<file path="src/rtl/vlc_bit_packer_pkg.sv">
// Shared constants and FSM encoding for the VLC bit packer.
//   MAX_LEN : maximum codeword length, also the output word width
//   ACC_W   : accumulator width (two output words)
//   LEN_W   : width of the codeword length field
//   FILL_W  : width of the accumulator fill counter (0..ACC_W)
//   BYTES_W : width of the valid-byte count on the output word
package vlc_bit_packer_pkg;

  localparam int unsigned MAX_LEN = 32;
  localparam int unsigned ACC_W   = 2 * MAX_LEN;
  localparam int unsigned LEN_W   = 6;
  localparam int unsigned FILL_W  = 7;
  localparam int unsigned BYTES_W = 3;
  localparam int unsigned CNT_W   = 32;

  typedef enum logic [1:0] {
    ST_RUN   = 2'd0,
    ST_DRAIN = 2'd1,
    ST_LAST  = 2'd2
  } state_e;

endpackage

</file>
<file path="src/rtl/vlc_code_align.sv">
// Masks a right-aligned codeword to its length and shifts it to the insertion
// point just below the currently valid bits of the MSB-aligned accumulator.
//   code : right-aligned codeword, bits at and above len are discarded
//   len  : effective codeword length 0..MAX_LEN
//   fill : accumulator fill after any pop in the same cycle
//   ins  : codeword positioned for OR-ing into the accumulator
module vlc_code_align
  import vlc_bit_packer_pkg::*;
(
  input  logic [MAX_LEN-1:0] code,
  input  logic [LEN_W-1:0]   len,
  input  logic [FILL_W-1:0]  fill,
  output logic [ACC_W-1:0]   ins
);

  logic [ACC_W-1:0]  mask;
  logic [ACC_W-1:0]  masked;
  logic [FILL_W-1:0] shamt;

  // Caller guarantees fill+len <= ACC_W; a shift of ACC_W only occurs with len=0.
  always_comb begin
    mask   = (ACC_W'(1) << len) - ACC_W'(1);
    masked = {{(ACC_W - MAX_LEN){1'b0}}, code} & mask;
    shamt  = FILL_W'(ACC_W) - fill - FILL_W'(len);
    ins    = masked << shamt;
  end

endmodule

</file>
<file path="src/rtl/vlc_bit_packer.sv">
// Concatenates variable-length codewords MSB-first into 32-bit stream words.
// A flush drains complete words, then emits a zero-padded last word with its
// valid byte count and pulses flush_done.
//   clk, reset             : clock, synchronous active-high reset
//   in_valid/in_ready      : codeword handshake (in_code, in_len)
//   flush                  : one-cycle drain request, honoured only in RUN
//   out_valid/out_ready    : word handshake (out_data, out_last, out_bytes)
//   flush_done             : one-cycle pulse once a flush has fully drained
//   len_err                : sticky, a codeword with in_len > MAX_LEN was taken
//   bit_count              : codeword bits accepted since reset, wrapping
module vlc_bit_packer
  import vlc_bit_packer_pkg::*;
(
  input  logic                clk,
  input  logic                reset,
  input  logic                in_valid,
  output logic                in_ready,
  input  logic [MAX_LEN-1:0]  in_code,
  input  logic [LEN_W-1:0]    in_len,
  input  logic                flush,
  output logic                out_valid,
  input  logic                out_ready,
  output logic [MAX_LEN-1:0]  out_data,
  output logic                out_last,
  output logic [BYTES_W-1:0]  out_bytes,
  output logic                flush_done,
  output logic                len_err,
  output logic [CNT_W-1:0]    bit_count
);

  state_e             state_q, state_d;
  logic [ACC_W-1:0]   acc_q, acc_d, acc_s;
  logic [FILL_W-1:0]  fill_q, fill_d, fill_s;
  logic               flush_done_q, flush_done_d;
  logic               len_err_q, len_err_d;
  logic [CNT_W-1:0]   bit_count_q, bit_count_d;

  logic               pop;
  logic               accept;
  logic               len_big;
  logic [LEN_W-1:0]   len_eff;
  logic [ACC_W-1:0]   ins;

  // Outputs depend only on registered state (in_ready is also held low in reset).
  always_comb begin
    out_valid  = (fill_q >= FILL_W'(MAX_LEN)) | (state_q == ST_LAST);
    out_data   = acc_q[ACC_W-1 -: MAX_LEN];
    out_last   = (state_q == ST_LAST);
    out_bytes  = out_last ? BYTES_W'((fill_q + FILL_W'(7)) >> 3) : BYTES_W'(4);
    in_ready   = ~reset & (state_q == ST_RUN) & (fill_q <= FILL_W'(MAX_LEN));
    flush_done = flush_done_q;
    len_err    = len_err_q;
    bit_count  = bit_count_q;
  end

  vlc_code_align u_align (
    .code (in_code),
    .len  (len_eff),
    .fill (fill_s),
    .ins  (ins)
  );

  // Pop shifts first, then the accepted codeword lands at the post-pop offset.
  always_comb begin
    pop     = out_valid & out_ready;
    accept  = in_valid & in_ready;
    len_big = (in_len > LEN_W'(MAX_LEN));
    len_eff = len_big ? LEN_W'(MAX_LEN) : in_len;

    acc_s  = acc_q;
    fill_s = fill_q;
    if (pop && (state_q != ST_LAST)) begin
      acc_s  = acc_q << MAX_LEN;
      fill_s = fill_q - FILL_W'(MAX_LEN);
    end

    acc_d        = acc_s;
    fill_d       = fill_s;
    state_d      = state_q;
    flush_done_d = 1'b0;
    len_err_d    = len_err_q;
    bit_count_d  = bit_count_q;

    if (accept) begin
      acc_d       = acc_s | ins;
      fill_d      = fill_s + FILL_W'(len_eff);
      bit_count_d = bit_count_q + CNT_W'(len_eff);
      if (len_big) begin
        len_err_d = 1'b1;
      end
    end

    unique case (state_q)
      ST_RUN: begin
        // Same-cycle codeword is part of the flushed stream; skip DRAIN when
        // there is no full word left to emit.
        if (flush) begin
          if (fill_d == '0) begin
            flush_done_d = 1'b1;
          end else if (fill_d < FILL_W'(MAX_LEN)) begin
            state_d = ST_LAST;
          end else begin
            state_d = ST_DRAIN;
          end
        end
      end
      ST_DRAIN: begin
        if (fill_s == '0) begin
          state_d      = ST_RUN;
          flush_done_d = 1'b1;
        end else if (fill_s < FILL_W'(MAX_LEN)) begin
          state_d = ST_LAST;
        end
      end
      ST_LAST: begin
        // Pad bits below fill are already zero from earlier shifts.
        if (pop) begin
          acc_d        = '0;
          fill_d       = '0;
          state_d      = ST_RUN;
          flush_done_d = 1'b1;
        end
      end
      default: state_d = ST_RUN;
    endcase
  end

  always_ff @(posedge clk) begin
    if (reset) begin
      state_q      <= ST_RUN;
      acc_q        <= '0;
      fill_q       <= '0;
      flush_done_q <= 1'b0;
      len_err_q    <= 1'b0;
      bit_count_q  <= '0;
    end else begin
      state_q      <= state_d;
      acc_q        <= acc_d;
      fill_q       <= fill_d;
      flush_done_q <= flush_done_d;
      len_err_q    <= len_err_d;
      bit_count_q  <= bit_count_d;
    end
  end

endmodule

</file>
<file path="config.mk">
export PLATFORM = sky130hd
export DESIGN_NAME = vlc_bit_packer
export DESIGN_NICKNAME = d
export VERILOG_FILES = /design/src/rtl/vlc_bit_packer_pkg.sv /design/src/rtl/vlc_code_align.sv /design/src/rtl/vlc_bit_packer.sv
export SDC_FILE = /design/constraint.sdc
export NUM_CORES = 1
export LEC_CHECK = 0
export BUFFER_PORTS_ARGS = -buffer_cell sky130_fd_sc_hd__buf_2
export CAP_MARGIN = 20
export CORE_AREA = 8 8 139 141
export DETAILED_ROUTE_END_ITERATION = 8
export DIE_AREA = 0 0 147 149
export PLACE_DENSITY_LB_ADDON = 0.2
export SLEW_MARGIN = 5
export SYNTH_ARGS = -nofsm -noshare
export SYNTH_HDL_FRONTEND = slang
export SYNTH_SLANG_ARGS = --single-unit
</file>
<file path="constraint.sdc">
create_clock -name clk -period 3.8 [get_ports clk]
set_input_delay 0.19 -clock clk [delete_from_list [all_inputs] [get_ports clk]]
set_output_delay 0.19 -clock clk [all_outputs]
set_load 0.02 [all_outputs]
</file>
==> results.md <==
* Diodes inserted at 0
* 1st-iter DRT viols at 1076
* Pwr/cell area at 808 nW/um2
* Post-DP HPWL at 24100 um
* Most numerous cell on the critical path: buf_4
* Drt via density at 6.32
* Period utilisation layout at 0.924
* Syn Area/Cell at 7.31 um2
* First-pass GRT wire length at 50500 um
* Hold Crit Class: primary input to flop
* Initial core utilization at 0.532
* Measured slew at the worst slew-check pin at 1.17 ns
* Hold Path Depth at 3
* RSZ-0062 raised after global routing: no
* Req. time, crit path at 4.02 ns
* Post-route ant nets at 0
* Setup tns final at 0 ns
* Critical Path Start Type: primary input
* Synthesized cell area at 9080 um2
* Slew Limit Fails at 0
* Area Overhead vs Synth at 15.8%
* Std cell rows at 48
* H-tree depth at 3
* Outcome: complete, no violations
* Die ar. at 21900 um2
* Clk pin slew, worst setup/hold paths at 0.07 ns
* Warnings, synthesis at 0
* Non-filler instance count after layout at 1574
* CP max stage cell: or4_1
* Unique masters post-synth at 87
* Largest net degree at the start of global routing at 60
* Hold Crit Endpoint: flush_done$_SDFF_PP0_
* Max cap viols at 0
* Clock Path Buffers at 2
* Mapped Cells at 1242
* Final setup violation count at 0
* Post-synth top area cell: dfxtp_1
* Worst r2r path cells at 13
* CP arrival at 3.73 ns
* Routed WL at 31900 um
* Via Count at 9945
* Overflow after GRT at 0
* Post-synth EDFFs at 0
* Fill cells at 1620
* Routability cong. at 0.958
* Worst path max stage delay at 0.52 ns
* GRT Resource Usage Total at 0.284
* Antenna violations before repair at 0
* Dpl cells at 1558
* Crit-path cells: buf_2 -> or4_1 -> or3_1 -> ha_1 -> buf_4 -> nand2_1 -> mux2_2 -> a21oi_1 -> nor3_1 -> a211oi_1 -> buf_4 -> o32ai_1 -> o21ai_0 -> a221oi_1 -> o22ai_1
* DRT Pass-1 Iters at 5
* IO Port Bufs at 114
* Clk_lat worst skew at 0.36 ns
* Post-synth top flop: dfxtp_1
* Synth Net Count at 1313
* Fmax at 0.285 GHz
* Vias in the first global route at 9317
* Fin crit period at 3.51 ns
* Relative slew slack at 0.217
* Final Hold Viols at 0
* Residual DRC at 0
* Layout cells sized above 1 at 0.211
* #FFs+latches synth at 107
* Sequential fraction of the synthesis area at 0.236
* Crit path capture type: flop
* CTS root buffer: clkbuf_16
* Flop-to-flop setup slack at 0.32 ns
* WL/cell at 20.3 um
* Inserted Clock Buffers at 9
* Die height at 149 um
* Ports at 115
* Skew final at 0.00722 ns
* Final #Nets at 1415
* Max Fanout on Critical Path at 9
* Pleak at 0.00437 uW
* Chip Width at 147 um
* Core ar. at 17100 um2
* Clock sink count at 107
* CTS tree: built
* Area contributors post-synth: dfxtp_1 24%, nand2_1 6.2%, nor2_1 6.1%
* RR Endpoint: acc_q[52]$_SDFF_PP0_
* Top cell type's share of synthesized area at 0.236
* Critical path class: primary input to flop
* Min-delay src: flush
* Post-synth ARST share at 0
* Maximum VDD drop at 529 uV
* FF-to-FF Start: fill_q[0]$_SDFF_PP0_
synthesized netlist by cell type (14+ instances only):
master,instances
xor2_1,26
nand4_1,14
xnor2_1,22
o21ai_0,57
buf_2,16
nor3_1,32
mux2i_1,24
a31oi_1,31
nand3_1,33
dfxtp_1,107
a211oi_1,15
inv_1,34
ha_1,25
nand2_1,149
a21oi_1,82
a32oi_1,17
nor2_1,148
clkbuf_1,70
buf_4,32
o211ai_1,14
a21o_1,14
through the flow:
stage	total power, uW	hold WS (ns)	utilization	worst slack (ns)	instance area, um2
floorplan	5380	0.357	-	-0.0560	9080
global placement	7290	0.435	0.597	0.00678	10200
detailed placement	7330	0.443	0.597	-0.0427	10200
CTS	8380	0.127	0.616	0.0568	10500
global route	8980	0.137	0.616	0.0333	10500
finish	8490	0.138	0.616	0.288	10500
power breakdown:
part           internal, uW  switching [uW]  total, uW
Sequential             1370             143       1520
Combinational          2160            3780       5940
Clock                   584             450       1030
layout by cell type, fill, tap and decap left out, types with 14 or more instances in the layout:
cell / count
buf_2: 114
nand3_1: 33
nand4_1: 14
xnor2_1: 20
dfxtp_1: 107
nor3_1: 31
a21oi_1: 80
mux2i_1: 24
xor2_1: 24
o21ai_0: 57
buf_4: 103
a211oi_1: 15
a32oi_1: 17
a31oi_1: 31
nor2_1: 147
inv_1: 34
nand2_1: 149
ha_1: 25
o211ai_1: 14
worst max-delay path: cells and delay by family:
family | cells | cell delay [ns]
AND/OR/NAND/NOR | 4 | 1.22
AO/OA/AOI/OAI | 6 | 1.35
multiplexers | 1 | 0.17
buffers and inverters | 3 | 0.46
adder cells (fa/ha/maj) | 1 | 0.33
worst max path at each step:
stage	from	slack, ns	endpoint
after floorplan	in_len[1]	-0.06	acc_q[52]$_SDFF_PP0_
after global placement	in_len[2]	0.007	acc_q[48]$_SDFF_PP0_
after detailed placement	in_len[2]	-0.04	acc_q[48]$_SDFF_PP0_
after CTS	fill_q[0]$_SDFF_PP0_	0.06	acc_q[49]$_SDFF_PP0_
after global routing	fill_q[0]$_SDFF_PP0_	0.03	acc_q[48]$_SDFF_PP0_
final	in_len[2]	0.29	acc_q[48]$_SDFF_PP0_
sequential cells by signal, summed over array words and instances, names as in the netlist:
| register | flops |
|---|---|
| acc_q | 64 |
| bit_count | 32 |
| fill_q | 7 |
| state_q | 2 |
| flush_done | 1 |
| len_err | 1 |
layer usage:
metal | global-route usage | share of wire | vias to the layer above
met4 | 0.121 | 0.042 | 0
met1 | 0.368 | 0.43 | 4644
met3 | 0.0522 | 0.077 | 80
met5 | 0 | 0 | -
met2 | 0.456 | 0.45 | 473
li1 | - | - | 4748
repair_timing:
item / 4_1_cts / 5_1_grt
setup endpoints to repair: 0 / 19
hold buffers: 0 / 0
gates resized for setup: 0 / 3
setup buffers: 0 / 0
logic make-up after synthesis:
| logic type | synth area share |
|---|---|
| XOR/XNOR | 0.0463 |
| AO/OA/AOI/OAI | 0.297 |
| buffers and inverters | 0.0866 |
| AND/OR/NAND/NOR | 0.246 |
| flip-flops | 0.236 |
| adder cells (fa/ha/maj) | 0.0411 |
| multiplexers | 0.0463 |
layout make-up:
| type | instances | area [um2] | share of cell area |
|---|---|---|---|
| clock buffer | 11 | 233 | 0.0221 |
| clock inverter | 5 | 86.3 | 0.00821 |
| inverter | 34 | 128 | 0.0121 |
| multi-input combinational | 971 | 6220 | 0.591 |
| sequential | 107 | 2140 | 0.204 |
| tap | 225 | 282 | 0.0268 |
| timing repair buffer | 221 | 1420 | 0.135 |
Note: power is estimated with default switching activity, not from simulation.
